`config.mk`:
```
export PLATFORM = sky130hd
export DESIGN_NAME = tile_classifier
export DESIGN_NICKNAME = d
export VERILOG_FILES = /design/src/rtl/tile_pkg.sv /design/src/rtl/tile_glyph_image.sv /design/src/rtl/tile_classifier.sv
export SDC_FILE = /design/constraint.sdc
export NUM_CORES = 1
export LEC_CHECK = 0
export CAP_MARGIN = 20
export CORE_MARGIN = 5
export CORE_UTILIZATION = 30
export CTS_CLUSTER_DIAMETER = 50
export CTS_CLUSTER_SIZE = 28
export DETAILED_ROUTE_END_ITERATION = 8
export SLEW_MARGIN = 20
export SYNTH_ARGS = -nofsm -noshare
export SYNTH_HDL_FRONTEND = slang
export SYNTH_SLANG_ARGS = --single-unit
```
`constraint.sdc`:
```
create_clock -name clk -period 9.51 [get_ports clk]
set_clock_uncertainty 0.1 [all_clocks]
set_input_delay 1.4265 -clock clk [delete_from_list [all_inputs] [get_ports clk]]
set_output_delay 1.4265 -clock clk [all_outputs]
set_load 0.01 [all_outputs]
```
`src/rtl/tile_pkg.sv`:
```
// Shared definitions for the tile glyph classifier: tile geometry, code types,
// FSM states and the glyph row table used to rebuild candidate bitmaps.
package tile_pkg;

   localparam int TILE_W   = 8;
   localparam int TILE_H   = 8;
   localparam int NUM_CAND = 12;

   typedef logic [1:0] tile_type_t;
   typedef logic [1:0] rotation_t;

   typedef enum logic [1:0] {
      ST_LOAD   = 2'd0,
      ST_CHECK  = 2'd1,
      ST_RESULT = 2'd2
   } state_t;

   // Glyph row yp lives in bits [8*yp +: 8].
   localparam logic [63:0] GLYPH1_ROWS = {8{8'h10}};
   localparam logic [63:0] GLYPH2_ROWS = {8'h10, 8'h10, 8'h10, 8'h08, 8'h07, 8'h00, 8'h00, 8'h00};
   localparam logic [63:0] GLYPH3_ROWS = {8'h08, 8'h08, 8'h04, 8'h03, 8'h00, 8'h00, 8'h00, 8'h00};

   function automatic logic [7:0] glyph_row(input tile_type_t t, input logic [2:0] yp);
      logic [5:0] base;
      base = {yp, 3'b000};
      case (t)
         2'd1:    glyph_row = GLYPH1_ROWS[base +: 8];
         2'd2:    glyph_row = GLYPH2_ROWS[base +: 8];
         2'd3:    glyph_row = GLYPH3_ROWS[base +: 8];
         default: glyph_row = 8'h00;
      endcase
   endfunction

endpackage

```
`src/rtl/tile_glyph_image.sv`:
```
// Combinational expansion of a (tile type, rotation) code into the 8x8 bitmap
// that a renderer would produce; bit y*8+x holds pixel (y,x).
module tile_glyph_image
   import tile_pkg::*;
(
   input  logic [1:0]               tile_type,
   input  logic [1:0]               rot,
   output logic [TILE_W*TILE_H-1:0] image
);

   function automatic logic glyph_pixel(input logic [1:0] t, input logic [1:0] r,
                                        input logic [2:0] y, input logic [2:0] x);
      logic       transpose;
      logic       flip_x;
      logic       flip_y;
      logic [2:0] a;
      logic [2:0] b;
      logic [2:0] xp;
      logic [2:0] yp;
      logic [7:0] row;
      transpose = r[0];
      flip_y    = r[1];
      flip_x    = r[0] ^ r[1];
      a         = transpose ? x : y;
      b         = transpose ? y : x;
      xp        = flip_x ? ~a : a;
      // The unflipped case reads glyph rows bottom-up, hence the inversion.
      yp        = flip_y ? b : ~b;
      row       = glyph_row(t, yp);
      return row[3'd7 - xp];
   endfunction

   always_comb begin
      image = '0;
      for (int y = 0; y < TILE_H; y++) begin
         for (int x = 0; x < TILE_W; x++) begin
            image[y*TILE_W + x] = glyph_pixel(tile_type, rot, 3'(y), 3'(x));
         end
      end
   end

endmodule

```
`src/rtl/tile_classifier.sv`:
```
// Collects an 8x8 bitmap row by row, then scans the 12 glyph candidates one per
// cycle looking for an exact match and reports (match, type, rotation).
module tile_classifier
   import tile_pkg::*;
#(
   parameter bit EARLY_EXIT = 1'b1
)
(
   input  logic       clk,
   input  logic       reset_n,
   input  logic       pix_valid,
   output logic       pix_ready,
   input  logic [7:0] pix_row,
   output logic       res_valid,
   input  logic       res_ready,
   output logic       res_match,
   output logic [1:0] res_type,
   output logic [1:0] res_rot
);

   localparam int TILE_BITS = TILE_W * TILE_H;

   state_t                 state;
   state_t                 state_next;
   logic [2:0]             row_cnt;
   logic [TILE_BITS-1:0]   bitmap;
   logic [TILE_BITS-1:0]   expected;
   logic [3:0]             cand;
   logic                   found;
   logic [1:0]             found_type;
   logic [1:0]             found_rot;
   logic [1:0]             cand_type;
   logic [1:0]             cand_rot;
   logic [1:0]             hit_type;
   logic [1:0]             hit_rot;
   logic                   blank;
   logic                   hit;
   logic                   last_cand;
   logic                   finish;
   logic                   row_accept;

   assign cand_type = cand[3:2] + 2'd1;
   assign cand_rot  = cand[1:0];

   tile_glyph_image u_image (
      .tile_type (cand_type),
      .rot       (cand_rot),
      .image     (expected)
   );

   // A blank bitmap is reported as type 0 only on the first candidate slot.
   assign blank      = (cand == 4'd0) && (bitmap == '0);
   assign hit        = blank || (bitmap == expected);
   assign hit_type   = blank ? 2'd0 : cand_type;
   assign hit_rot    = blank ? 2'd0 : cand_rot;
   assign last_cand  = (cand == 4'(NUM_CAND - 1));
   assign row_accept = pix_valid && pix_ready;

   always_ff @(posedge clk or negedge reset_n) begin
      if (!reset_n) state <= ST_LOAD;
      else          state <= state_next;
   end

   always_comb begin
      state_next = state;
      pix_ready  = 1'b0;
      res_valid  = 1'b0;
      finish     = 1'b0;
      case (state)
         ST_LOAD: begin
            pix_ready = 1'b1;
            if (pix_valid && (row_cnt == 3'd7)) state_next = ST_CHECK;
         end
         ST_CHECK: begin
            finish = last_cand || (EARLY_EXIT && hit);
            if (finish) state_next = ST_RESULT;
         end
         ST_RESULT: begin
            res_valid = 1'b1;
            if (res_ready) state_next = ST_LOAD;
         end
         default: state_next = ST_LOAD;
      endcase
   end

   always_ff @(posedge clk or negedge reset_n) begin
      if (!reset_n) begin
         row_cnt    <= '0;
         bitmap     <= '0;
         cand       <= '0;
         found      <= 1'b0;
         found_type <= '0;
         found_rot  <= '0;
         res_match  <= 1'b0;
         res_type   <= '0;
         res_rot    <= '0;
      end else begin
         if (row_accept) begin
            bitmap[{row_cnt, 3'b000} +: TILE_W] <= pix_row;
            row_cnt                             <= row_cnt + 3'd1;
         end
         if (state == ST_LOAD) begin
            cand  <= '0;
            found <= 1'b0;
         end else if (state == ST_CHECK) begin
            cand <= cand + 4'd1;
            // Without early exit the scan runs on; only the first hit is kept.
            if (hit && !found) begin
               found      <= 1'b1;
               found_type <= hit_type;
               found_rot  <= hit_rot;
            end
            if (finish) begin
               if (found)    {res_match, res_type, res_rot} <= {1'b1, found_type, found_rot};
               else if (hit) {res_match, res_type, res_rot} <= {1'b1, hit_type, hit_rot};
               else          {res_match, res_type, res_rot} <= '0;
            end
         end
      end
   end

endmodule

```
==> results by group <==
Outcome
  • Status: finished clean

Synthesis
  • Sequential share of the synthesized area: 41.5%
  • Asr flop ratio synth: 100%
  • Leading post-synthesis cells by cell area: dfrtp_1 42%, mux2_2 11%, o21ai_0 3.7%, nand2_1 3.5%, ha_1 2.8%
  • Post-Syn Instances: 519
  • Synth unique cells: 66
  • Yosys reg bits: 83
  • Primary FF master, synth: dfrtp_1
  • Yosys top cell area share: 41.5%
  • Synth Area in XOR/XNOR: 0.525%
  • Yosys warns: 0
  • Synth Area in Adders: 2.75%
  • Mux contribution to synthesized area: 13.7%
  • Synth Area in Compound Gates: 14.6%
  • Synth Area in Simple Gates: 22.7%
  • Most frequent cell after synthesis: dfrtp_1
  • Largest area contributor in the netlist: dfrtp_1
  • Synthesized area: 5000 sq um
  • Post-synth top cells: 83 x dfrtp_1, 50 x mux2_2, 47 x nand2_1, 37 x o21ai_0, 28 x nor2_1
  • EDFF count, synth: 0
  • Main combinational cell family by area after synthesis: simple AND/OR/NAND/NOR gates
  • Mapped Nets: 542
  • Syn avg cell area: 9.64 sq um

Power
  • VDD IR-drop max: 0.163 mV
  • Sw Pwr: 0.832 mW
  • Sequential power share: 32.5%
  • Pwr/cell area: 337 nW/um^2
  • Sw frac: 43.5%
  • Clock group share of total power: 18.9%
  • Internal: 1.08 mW
  • Logic pwr share: 48.6%
  • P_leak: 2.47 nW

Global routing
  • GRT Residual Overflow: 0
  • First-pass GRT wire length: 22.3 mm
  • Largest net degree at the start of global routing: 84
  • Vias in the first global route: 4,007
  • Antenna violations before repair: 0
  • Total GRT Usage: 14.4%

Worst setup path
  • Reg2reg start: cand[1]$_DFFE_PN0P_
  • CP max stage delay: 770 ps
  • Data required, critical path: 9630 ps
  • Most used cell, CP: inv_1
  • Crit-path max FO: 41
  • R2R Path End: res_rot[0]$_DFFE_PN0P_
  • Cell depth of the worst setup path: 11
  • Crit-path cells: buf_4, inv_1, ha_2, inv_1, a22o_1, or4_1, a2bb2oi_2, o211ai_2, o41ai_4, o21ai_2, mux2_1
  • Crit end category: flop
  • Setup crit start kind: flop
  • Crit Path Class: reg -> reg
  • R2r worst-path depth: 11
  • Worst path top cell family by delay: compound AO/OA/AOI/OAI gates
  • R2R Setup Slk: 5150 ps
  • Worst path bufs/invs: 3
  • CP max-delay cell: ha_2
  • Worst Path Arrival: 4480 ps

Timing
  • Slack of the critical path: 5150 ps
  • Final-report setup violation count: 0
  • RSZ-0062 raised after global routing: false
  • Highest clock rate: 0.230 GHz
  • Slew HR: 38.1%
  • Fin. max-slew vios: 0
  • Final min period: 4360 ps
  • Final hold viol count: 0
  • Final period utilization: 45.8%
  • Post-Route Setup TNS: 0 ps
  • Slew @ Worst Pin: 925 ps

Clock network
  • Total number of H-tree levels: 3
  • # hold bufs at CTS: 0
  • TritonCTS buffer count: 9
  • TritonCTS clock tree: built
  • Post CTS Setup Buffer Count: 0
  • CTS root buf: clkbuf_16
  • Reg clk slew, reported paths: 60 ps
  • Clk_lat worst skew: 340 ps
  • Bufs on Longest Clock Path: 2
  • Post_cts resized: 0
  • Sink Count: 83

Worst hold path
  • Hold crit path type: reg -> reg
  • WHS Endpoint: found_rot[0]$_DFFE_PN0P_
  • Depth of the worst hold-timing path: 1
  • Hold Crit Start: found_rot[0]$_DFFE_PN0P_

Layout
  • Final #Nets: 546
  • Layout cell share with drive strength beyond 1: 16.3%
  • Layout overhead on the synthesized area: 13.3%
  • Post-Route Utilization: 34.4%
  • Antenna diode count: 0
  • Post-route cell area: 5670 sq um

Detailed routing
  • Via density: 5.46
  • # DRC: 0
  • Routed vias: 4,081
  • WL/cell: 18.7 microns
  • Overall routed net length: 14.0 mm
  • Routed Antenna Nets: 0
  • DR iter-0 viols: 334
  • 1st-pass router iterations: 5

Floorplan
  • Initial Util: 30.4%
  • Rows: 47
  • Top-level I/O count: 19
  • Core area: 16,500 sq um
  • Area of the die: 19,400 sq um
  • Die Wd: 139 microns
  • Chip height: 139 microns

Placed design
  • Pre-CTS setup slack: 4830 ps
  • Gpl congestion: 0.940
  • HPWL after detailed placement: 10.2 mm
  • Placed inst area: 5350 sq um
  • Port bufs: 18

Flow run
  • Max cap viols: 0
-- power by group through the flow --
stage / Sequential (mW) / Clock (mW) / Combinational (mW)
2_1_floorplan: 0.571 / 0 / 0.708
3_3_place_gp: 0.617 / 0 / 0.909
3_5_place_dp: 0.625 / 0 / 0.909
4_1_cts: 0.619 / 0.370 / 0.913
5_1_grt: 0.641 / 0.386 / 1.01
6_report: 0.622 / 0.361 / 0.929
-- worst max path at each step --
| stage | from | endpoint | slack (ps) |
|---|---|---|---|
| global route | cand[1]$_DFFE_PN0P_ | res_rot[1]$_DFFE_PN0P_ | 4900 |
| floorplan | cand[0]$_DFFE_PN0P_ | res_rot[0]$_DFFE_PN0P_ | 5950 |
| finish | cand[1]$_DFFE_PN0P_ | res_rot[0]$_DFFE_PN0P_ | 5150 |
| detailed placement | cand[1]$_DFFE_PN0P_ | res_rot[0]$_DFFE_PN0P_ | 4830 |
| global placement | cand[1]$_DFFE_PN0P_ | res_rot[0]$_DFFE_PN0P_ | 4880 |
| CTS | cand[1]$_DFFE_PN0P_ | res_rot[0]$_DFFE_PN0P_ | 4820 |
-- registers in the layout, indices dropped and copies added (netlist names) --
signal / cells
found_type: 2
res_type: 2
state: 2
bitmap: 64
found_rot: 2
row_cnt: 3
res_match: 1
cand: 4
res_rot: 2
found: 1
-- through the flow --
| stage | power [mW] | hold WS, ps | cells |
|---|---|---|---|
| global route | 2.04 | 409 | 748 |
| finish | 1.91 | 389 | 748 |
| CTS | 1.90 | 390 | 748 |
| detailed placement | 1.53 | 377 | 732 |
| global placement | 1.53 | 365 | 732 |
| floorplan | 1.28 | 350 | 519 |
-- cells by family (layout without fill, tap and decap cells) --
| logic type | after synthesis | after routing |
|---|---|---|
| simple gates | 205 | 205 |
| fa+ha+maj | 11 | 11 |
| mux | 62 | 62 |
| xor+xnor | 3 | 3 |
| compound gates | 104 | 104 |
| flops | 83 | 83 |
| buf+inv | 51 | 60 |
-- per-layer routing --
layer / track usage [%] / vias to the layer above / share of wire (%)
met1: 20.1 / 2024 / 47
met4: 3.66 / 0 / 1.7
met3: 2.55 / 19 / 4.7
met2: 23.3 / 121 / 47
li1: - / 1917 / -
met5: 0 / - / 0
-- layout by cell type (no fill, tap or decap), types with 11 or more instances in the layout --
cell type and instances:
inv_1 24, nand2b_1 11, nand4_1 11, clkdlybuf4s50_1 17
nor4_1 16, mux2_2 50, nor2_1 28, o21ai_0 37
nand2_1 47, dfrtp_1 83, nand3_1 23
-- worst reg2reg max path: cells and delay by family, from the launching register on --
family                     cells  cell delay, ps
muxes                          1             350
DFF                            1             320
adders and majority gates      1             770
AOI/OAI and AO/OA              5            1410
and+or+nand+nor                1             490
buffers and inverters          3             780
-- area by class of cell --
class	instances	area, sq um
multi-input combinational	385	2720
fill	1697	10800
inverter	24	90.1
tap	220	275
timing repair buffer	20	196
clock buffer	9	225
clock inverter	7	83.8
sequential	83	2080
No activity file was read; power rests on OpenSTA's default activity.
